[src/rtl/ocd_cmd_engine.sv]
// ---------------------------------------------------------------------------
// ocd_cmd_engine
//   Debug command front end for the MCU. Receives 11-byte command frames from
//   a UART receiver, executes memory/register/run/reset commands on the MCU's
//   ocd_* ports and returns a 6-byte reply through a UART transmitter.
//
//   Frame : 5A CMD A[31:24..7:0] D[31:24..7:0] CHK   (CHK = XOR of CMD..D[7:0])
//   Reply : A5 STATUS R[31:24..7:0]
//
// Ports
//   clk, reset_n          clock, asynchronous active-low reset
//   sync_reset            synchronous reset, same effect as reset_n
//   rx_data/rx_valid      received byte + one-cycle strobe
//   tx_data/tx_start      byte to send + one-cycle launch strobe
//   tx_active             transmitter busy
//   ocd_read_enable       one-cycle memory read request
//   ocd_write_enable      one-cycle memory write request
//   ocd_rw_addr           memory word address
//   ocd_write_word        memory write data
//   ocd_mem_enable_out    read data valid strobe
//   ocd_mem_word_out      read data
//   ocd_reg_read_addr     register address of last frame
//   ocd_reg_we            one-cycle register write strobe
//   ocd_reg_write_addr    register write address
//   ocd_reg_write_data    register write data
//   start/start_address   one-cycle run strobe + entry address
//   processor_paused      core halted; run only honoured when high
//   cpu_sync_reset        RST_CYCLES-wide reset pulse toward the MCU
// ---------------------------------------------------------------------------
`ifndef XLEN
  `define XLEN 32
`endif
`ifndef MEM_ADDR_BITS
  `define MEM_ADDR_BITS 16
`endif
`ifndef REG_ADDR_BITS
  `define REG_ADDR_BITS 5
`endif
`ifndef PC_BITWIDTH
  `define PC_BITWIDTH 32
`endif

module ocd_cmd_engine #(
  parameter int BYTE_TIMEOUT = 1000000,
  parameter int RD_WAIT_MAX  = 255,
  parameter int RST_CYCLES   = 4
) (
  input  logic                      clk,
  input  logic                      reset_n,
  input  logic                      sync_reset,
  input  logic [7:0]                rx_data,
  input  logic                      rx_valid,
  output logic [7:0]                tx_data,
  output logic                      tx_start,
  input  logic                      tx_active,
  output logic                      ocd_read_enable,
  output logic                      ocd_write_enable,
  output logic [`MEM_ADDR_BITS-1:0] ocd_rw_addr,
  output logic [`XLEN-1:0]          ocd_write_word,
  input  logic                      ocd_mem_enable_out,
  input  logic [`XLEN-1:0]          ocd_mem_word_out,
  output logic [`REG_ADDR_BITS-1:0] ocd_reg_read_addr,
  output logic                      ocd_reg_we,
  output logic [`REG_ADDR_BITS-1:0] ocd_reg_write_addr,
  output logic [`XLEN-1:0]          ocd_reg_write_data,
  output logic                      start,
  output logic [`PC_BITWIDTH-1:0]   start_address,
  input  logic                      processor_paused,
  output logic                      cpu_sync_reset
);

  localparam int XW  = `XLEN;
  localparam int MAW = `MEM_ADDR_BITS;
  localparam int RAW = `REG_ADDR_BITS;
  localparam int PCW = `PC_BITWIDTH;
  localparam int TW  = $clog2(BYTE_TIMEOUT + 1);
  localparam int RW  = $clog2(RD_WAIT_MAX + 1);
  localparam int CW  = $clog2(RST_CYCLES + 1);

  typedef enum logic [2:0] {
    S_IDLE    = 3'd0,
    S_RX      = 3'd1,
    S_EXEC    = 3'd2,
    S_WAIT_RD = 3'd3,
    S_SEND    = 3'd4
  } state_t;

  // Frame body after the header; CHK is only folded into chk_acc, never stored.
  typedef struct packed {
    logic [7:0]  cmd;
    logic [31:0] addr;
    logic [31:0] data;
  } frame_t;

  // All state lives in one struct so both resets clear everything in one line.
  typedef struct packed {
    state_t          state;
    logic [71:0]     frm;
    logic [3:0]      rx_cnt;
    logic [7:0]      chk_acc;
    logic [TW-1:0]   to_cnt;
    logic [RW-1:0]   rd_cnt;
    logic [CW-1:0]   rst_cnt;
    logic [47:0]     reply;
    logic [2:0]      tx_cnt;
    logic            tx_skip;
    logic [7:0]      tx_data;
    logic            tx_start;
    logic            rd_en;
    logic            wr_en;
    logic            reg_we;
    logic            start;
    logic            cpu_rst;
    logic [MAW-1:0]  rw_addr;
    logic [XW-1:0]   wr_word;
    logic [RAW-1:0]  reg_addr;
    logic [XW-1:0]   reg_wdata;
    logic [PCW-1:0]  start_addr;
  } regs_t;

  regs_t      s;
  frame_t     f;
  logic       chk_ok;
  logic [7:0] exec_status;

  assign f      = frame_t'(s.frm);
  // XOR over CMD..CHK is zero exactly when CHK matches.
  assign chk_ok = (s.chk_acc == 8'h00);

  always_comb begin
    exec_status = 8'hE0;
    if (!chk_ok) exec_status = 8'hEE;
    else begin
      case (f.cmd)
        8'h01, 8'h02, 8'h03, 8'h05: exec_status = 8'h00;
        8'h04:   exec_status = processor_paused ? 8'h00 : 8'hE1;
        default: exec_status = 8'hE0;
      endcase
    end
  end

  always_ff @(posedge clk or negedge reset_n) begin
    if (!reset_n) s <= '0;
    else if (sync_reset) s <= '0;
    else begin
      s.tx_start <= 1'b0;
      s.rd_en    <= 1'b0;
      s.wr_en    <= 1'b0;
      s.reg_we   <= 1'b0;
      s.start    <= 1'b0;

      // CPU reset pulse runs on its own so the reply can overlap it.
      if (s.rst_cnt != '0) s.rst_cnt <= s.rst_cnt - 1'b1;
      else                 s.cpu_rst <= 1'b0;

      case (s.state)
        S_IDLE: begin
          if (rx_valid && rx_data == 8'h5A) begin
            s.state   <= S_RX;
            s.rx_cnt  <= '0;
            s.chk_acc <= '0;
            s.to_cnt  <= TW'(BYTE_TIMEOUT - 1);
          end
        end

        S_RX: begin
          if (rx_valid) begin
            // Byte 10 is CHK: it only feeds the running XOR.
            if (s.rx_cnt != 4'd9) s.frm <= {s.frm[63:0], rx_data};
            s.chk_acc <= s.chk_acc ^ rx_data;
            s.rx_cnt  <= s.rx_cnt + 4'd1;
            s.to_cnt  <= TW'(BYTE_TIMEOUT - 1);
            if (s.rx_cnt == 4'd9) s.state <= S_EXEC;
          end else if (s.to_cnt == '0) begin
            s.state <= S_IDLE;
          end else begin
            s.to_cnt <= s.to_cnt - 1'b1;
          end
        end

        S_EXEC: begin
          s.rw_addr    <= f.addr[MAW-1:0];
          s.wr_word    <= XW'(f.data);
          s.reg_addr   <= f.addr[RAW-1:0];
          s.reg_wdata  <= XW'(f.data);
          s.start_addr <= f.addr[PCW-1:0];
          s.reply      <= {8'hA5, exec_status, f.data};
          s.tx_cnt     <= '0;
          s.tx_skip    <= 1'b0;
          s.state      <= S_SEND;
          if (chk_ok) begin
            case (f.cmd)
              8'h01: s.wr_en  <= 1'b1;
              8'h02: begin
                s.rd_en  <= 1'b1;
                s.rd_cnt <= '0;
                s.state  <= S_WAIT_RD;
              end
              8'h03: s.reg_we <= 1'b1;
              8'h04: s.start  <= processor_paused;
              8'h05: begin
                s.cpu_rst <= 1'b1;
                s.rst_cnt <= CW'(RST_CYCLES - 1);
              end
              default: ;
            endcase
          end
        end

        S_WAIT_RD: begin
          // First cycle here is the read-request cycle, so a same-cycle
          // strobe from memory is captured too.
          if (ocd_mem_enable_out) begin
            s.reply <= {8'hA5, 8'h00, 32'(ocd_mem_word_out)};
            s.state <= S_SEND;
          end else if (s.rd_cnt == RW'(RD_WAIT_MAX - 1)) begin
            s.reply <= {8'hA5, 8'hEF, 32'h0};
            s.state <= S_SEND;
          end else begin
            s.rd_cnt <= s.rd_cnt + 1'b1;
          end
        end

        S_SEND: begin
          // tx_active only rises the cycle after tx_start, so the cycle right
          // after a launch must not be trusted.
          if (s.tx_skip) s.tx_skip <= 1'b0;
          else if (!tx_active) begin
            s.tx_start <= 1'b1;
            s.tx_data  <= s.reply[47:40];
            s.reply    <= {s.reply[39:0], 8'h00};
            s.tx_skip  <= 1'b1;
            if (s.tx_cnt == 3'd5) s.state <= S_IDLE;
            else                  s.tx_cnt <= s.tx_cnt + 3'd1;
          end
        end

        default: s.state <= S_IDLE;
      endcase
    end
  end

  assign tx_data            = s.tx_data;
  assign tx_start           = s.tx_start;
  assign ocd_read_enable    = s.rd_en;
  assign ocd_write_enable   = s.wr_en;
  assign ocd_rw_addr        = s.rw_addr;
  assign ocd_write_word     = s.wr_word;
  assign ocd_reg_read_addr  = s.reg_addr;
  assign ocd_reg_we         = s.reg_we;
  assign ocd_reg_write_addr = s.reg_addr;
  assign ocd_reg_write_data = s.reg_wdata;
  assign start              = s.start;
  assign start_address      = s.start_addr;
  assign cpu_sync_reset     = s.cpu_rst;

endmodule

[config.mk]
export PLATFORM = sky130hd
export DESIGN_NAME = ocd_cmd_engine
export DESIGN_NICKNAME = d
export VERILOG_FILES = /design/src/rtl/ocd_cmd_engine.sv
export SDC_FILE = /design/constraint.sdc
export NUM_CORES = 1
export LEC_CHECK = 0
export ABC_AREA = 1
export ABC_CLOCK_PERIOD_IN_PS = 2300
export CAP_MARGIN = 5
export CORE_MARGIN = 10
export CORE_UTILIZATION = 59
export DETAILED_ROUTE_END_ITERATION = 8
export HOLD_SLACK_MARGIN = 0.12
export PLACE_DENSITY = 0.87
export SETUP_SLACK_MARGIN = 0.05
export SLEW_MARGIN = 15
export SYNTH_ARGS = -nofsm -noshare
export SYNTH_HDL_FRONTEND = slang
export SYNTH_SLANG_ARGS = --single-unit
[constraint.sdc]
create_clock -name clk -period 2.3 [get_ports clk]
set_input_delay 0.69 -clock clk [delete_from_list [all_inputs] [get_ports clk]]
set_output_delay 0.69 -clock clk [all_outputs]
set_load 0.1 [all_outputs]
==> results.toml <==
[power]
p_int_mw = 8.20
pwr-share-clk_pct = 38.4
pwr-share-comb_pct = 20.4
sw_frac_of_total_pct = 30.6
p_leak_nw = 7.19
p_seq_share_pct = 41.2
power_mw = 11.8
max-vdd-ir-drop_uv = 487
power.density_mw_per_mm2 = 811
power.switching_mw = 3.62

[flow_run]
maxCapViolations = 0

[sta]
clock_skew_ns = 0.0132
maxSlewViolCount = 0
max_freq_ghz = 0.473
rsz0062_at_grt = "no"
setup_tns_ns = 0
period_share_pct = 91.9
relSlewSlack_pct = 59.3
period_minus_slack_ns = 2.11
worst_pin_slew_ns = 0.609
holdWs_ns = 0.481
hold_viol = 0
setup_viol = 0

[yosys]
yosysSeqAreaShare_pct = 50.6
synth_ff_type = "dfrtp_1"
netlist_top_cells_count = "356 x nand2_1, 248 x dfrtp_1, 152 x inv_1"
synth_cells = 1456
ys_types = 40
synth_top_area_share_pct = 50.6
synthArstFlopShare_pct = 100
synthesis.area_sq_mm = 0.0123
synth_edf_count = 0
synth_area_leaders = "dfrtp_1 51%, nand2_1 11%, buf_4 8.1%, o21ai_0 4.7%, inv_1 4.6%"
syn_nets = 1513
ys_warn_count = 0
synth_area_leader_cell = "dfrtp_1"
synth-seq-cells = 248
synth_most_common_cell = "nand2_1"
syn_area_per_cell_sq_um = 8.43

[placed_design]
dpl.cell_count = 1791
io_buffers = 182
dpl.hpwl_um = 22700
gp_congestion = 0.901
place_area_sq_mm = 0.0136

[clock_tree]
cts_sinks = 248
cts-root-buf = "clkbuf_16"
insertion_delay_ns = 0.53
cts_tree = "built"
clkTransAtPathRegs_ns = 0.06
ctsHtreeMaxLevel = 1
ctsResizeCount = 0
cts_made_buffers = 26
clockBufferDepth = 3

[die]
die-area_sq_mm = 0.0270
fp.coreArea_sq_mm = 0.0204
io_pins = 183
start_util_pct = 60.3
die_w_um = 164
rows = 52
die_y_um = 164

[layout]
stdcell_count = 1843
drive_above_1_share_pct = 19.0
nNetsFinal = 1610
syn_to_final_growth_pct = 18.8
final_cell_area_sq_mm = 0.0146
insertedDiodeCount = 0

[global_route]
grtUsageMet1_pct = 29.1
antenna_found_initial = 0
gr-usage-all-layers_pct = 24.0
grt_busiest_layer = "met2"
grtUsageMet2_pct = 40.3
grt_max_degree = 62
grt_pass1_vias = 10600
met3_usage_pct = 4.91
grt_overflow_total = 0
grt_pass1_wl_um = 53300

[worst_setup_path]
critPathMaxFanout = 17
cp_data_required_time_ns = 2.77
crit_arrival_ns = 2.58
critPathKind = "flip-flop to flip-flop"
end_kind = "flip-flop"
critical_path.startpoint_type = "flip-flop"

[routing]
antenna_left = 0
wirelength_um = 33500
wire_per_inst_um = 18.2
dr.pass1.iters = 8
drcViolationCount = 0
drt-vias-per-instance = 5.71
drt-initial-drc-count = 955
vias = 10500

[outcome]
status = "finished clean"

[worst_hold_path]
min_path_type = "flip-flop to flip-flop"
[cell families after synthesis]
kind of cell / Yosys count / share of synthesized area [%]
AOI/OAI and AO/OA: 270 / 12.8
xor gates and xnor gates: 15 / 1.07
adders and majority gates: 10 / 1.02
buffers and inverters: 347 / 15.2
DFF: 248 / 50.6
and+or+nand+nor: 566 / 19.4
[flip-flops by register name, summed over array words and instances, names as in the netlist]
signal	count
tx_start	1
ocd_reg_we	1
tx_data	8
ocd_rw_addr	15
start	1
ocd_read_enable	1
ocd_write_word	32
ocd_write_enable	1
s	98
start_address	17
f	72
cpu_sync_reset	1
[layer usage]
| metal | part of all wire (%) | routed length [um] | vias up |
|---|---|---|---|
| met5 | 0 | 0 | - |
| li1 | - | - | 4790 |
| met4 | 4.7 | 1560 | 0 |
| met2 | 49 | 16400 | 579 |
| met1 | 38 | 12700 | 5022 |
| met3 | 8.4 | 2820 | 137 |
[worst max-delay path: stages, from the launching register on]
cell	delay, ns
dfrtp_1	0.40
inv_2	0.12
nand3_1	0.35
nand2_4	0.20
inv_2	0.16
nand2_2	0.13
nand3_4	0.13
nor2_4	0.20
buf_4	0.20
nand2_1	0.08
nand2_1	0.06
[layout by cell type (no fill, tap or decap), types with 14 or more instances in the layout]
master / instances
buf_12: 19
o21ai_2: 20
a21oi_1: 32
nand3_1: 105
xor2_1: 14
nor2_1: 67
clkbuf_16: 27
o21ai_0: 115
o22ai_1: 69
o21ai_1: 16
clkdlybuf4s50_1: 45
dfrtp_1: 248
nand2_1: 356
inv_1: 151
buf_4: 191
[path summary, 6_finish.rpt]
path,from,endpoint,slack (ns),depth (start not counted)
max,s[300]$_DFFE_PN0P_,s[142]$_DFFE_PN0P_,0.19,10
max reg2reg,s[300]$_DFFE_PN0P_,s[142]$_DFFE_PN0P_,0.19,10
min reg2reg,s[135]$_DFFE_PN0P_,s[135]$_DFFE_PN0P_,0.48,2
min in group asynchronous,reset_n,s[218]$_DFFE_PN0P_,0.69,2
min,s[135]$_DFFE_PN0P_,s[135]$_DFFE_PN0P_,0.48,2
max in group asynchronous,reset_n,ocd_write_word[19]$_DFFE_PN0P_,0.89,3
[per-stage QoR]
step,setup slack (ns),utilization (%)
3_3_place_gp,-0.181,66.8
4_1_cts,0.133,71.4
3_5_place_dp,-0.306,66.8
6_report,0.185,71.6
5_1_grt,0.0614,71.6
2_1_floorplan,0.443,-
[cell type report]
class | instances | area (sq um)
clock buffers | 33 | 748
clock inverters | 15 | 194
fillers | 1429 | 5780
inverters | 159 | 599
multi-input cells | 861 | 4210
flip-flops and latches | 248 | 6210
well taps | 270 | 338
repair buffers | 257 | 2290
[what timing repair did]
item	in CTS	in global routing
hold buffers	1	0
buffers inserted	0	3
endpoints found under the hold margin	17	0
setup endpoints to repair	0	8
[power groups by stage]
stage	Clock [mW]	Combinational (mW)	Sequential [mW]
finish	4.54	2.41	4.87
global route	4.76	2.67	4.90
CTS	4.56	2.37	4.86
detailed placement	0	2.31	4.93
global placement	0	2.24	4.92
floorplan	0	1.49	4.87
(Power assumes the default switching activity.)
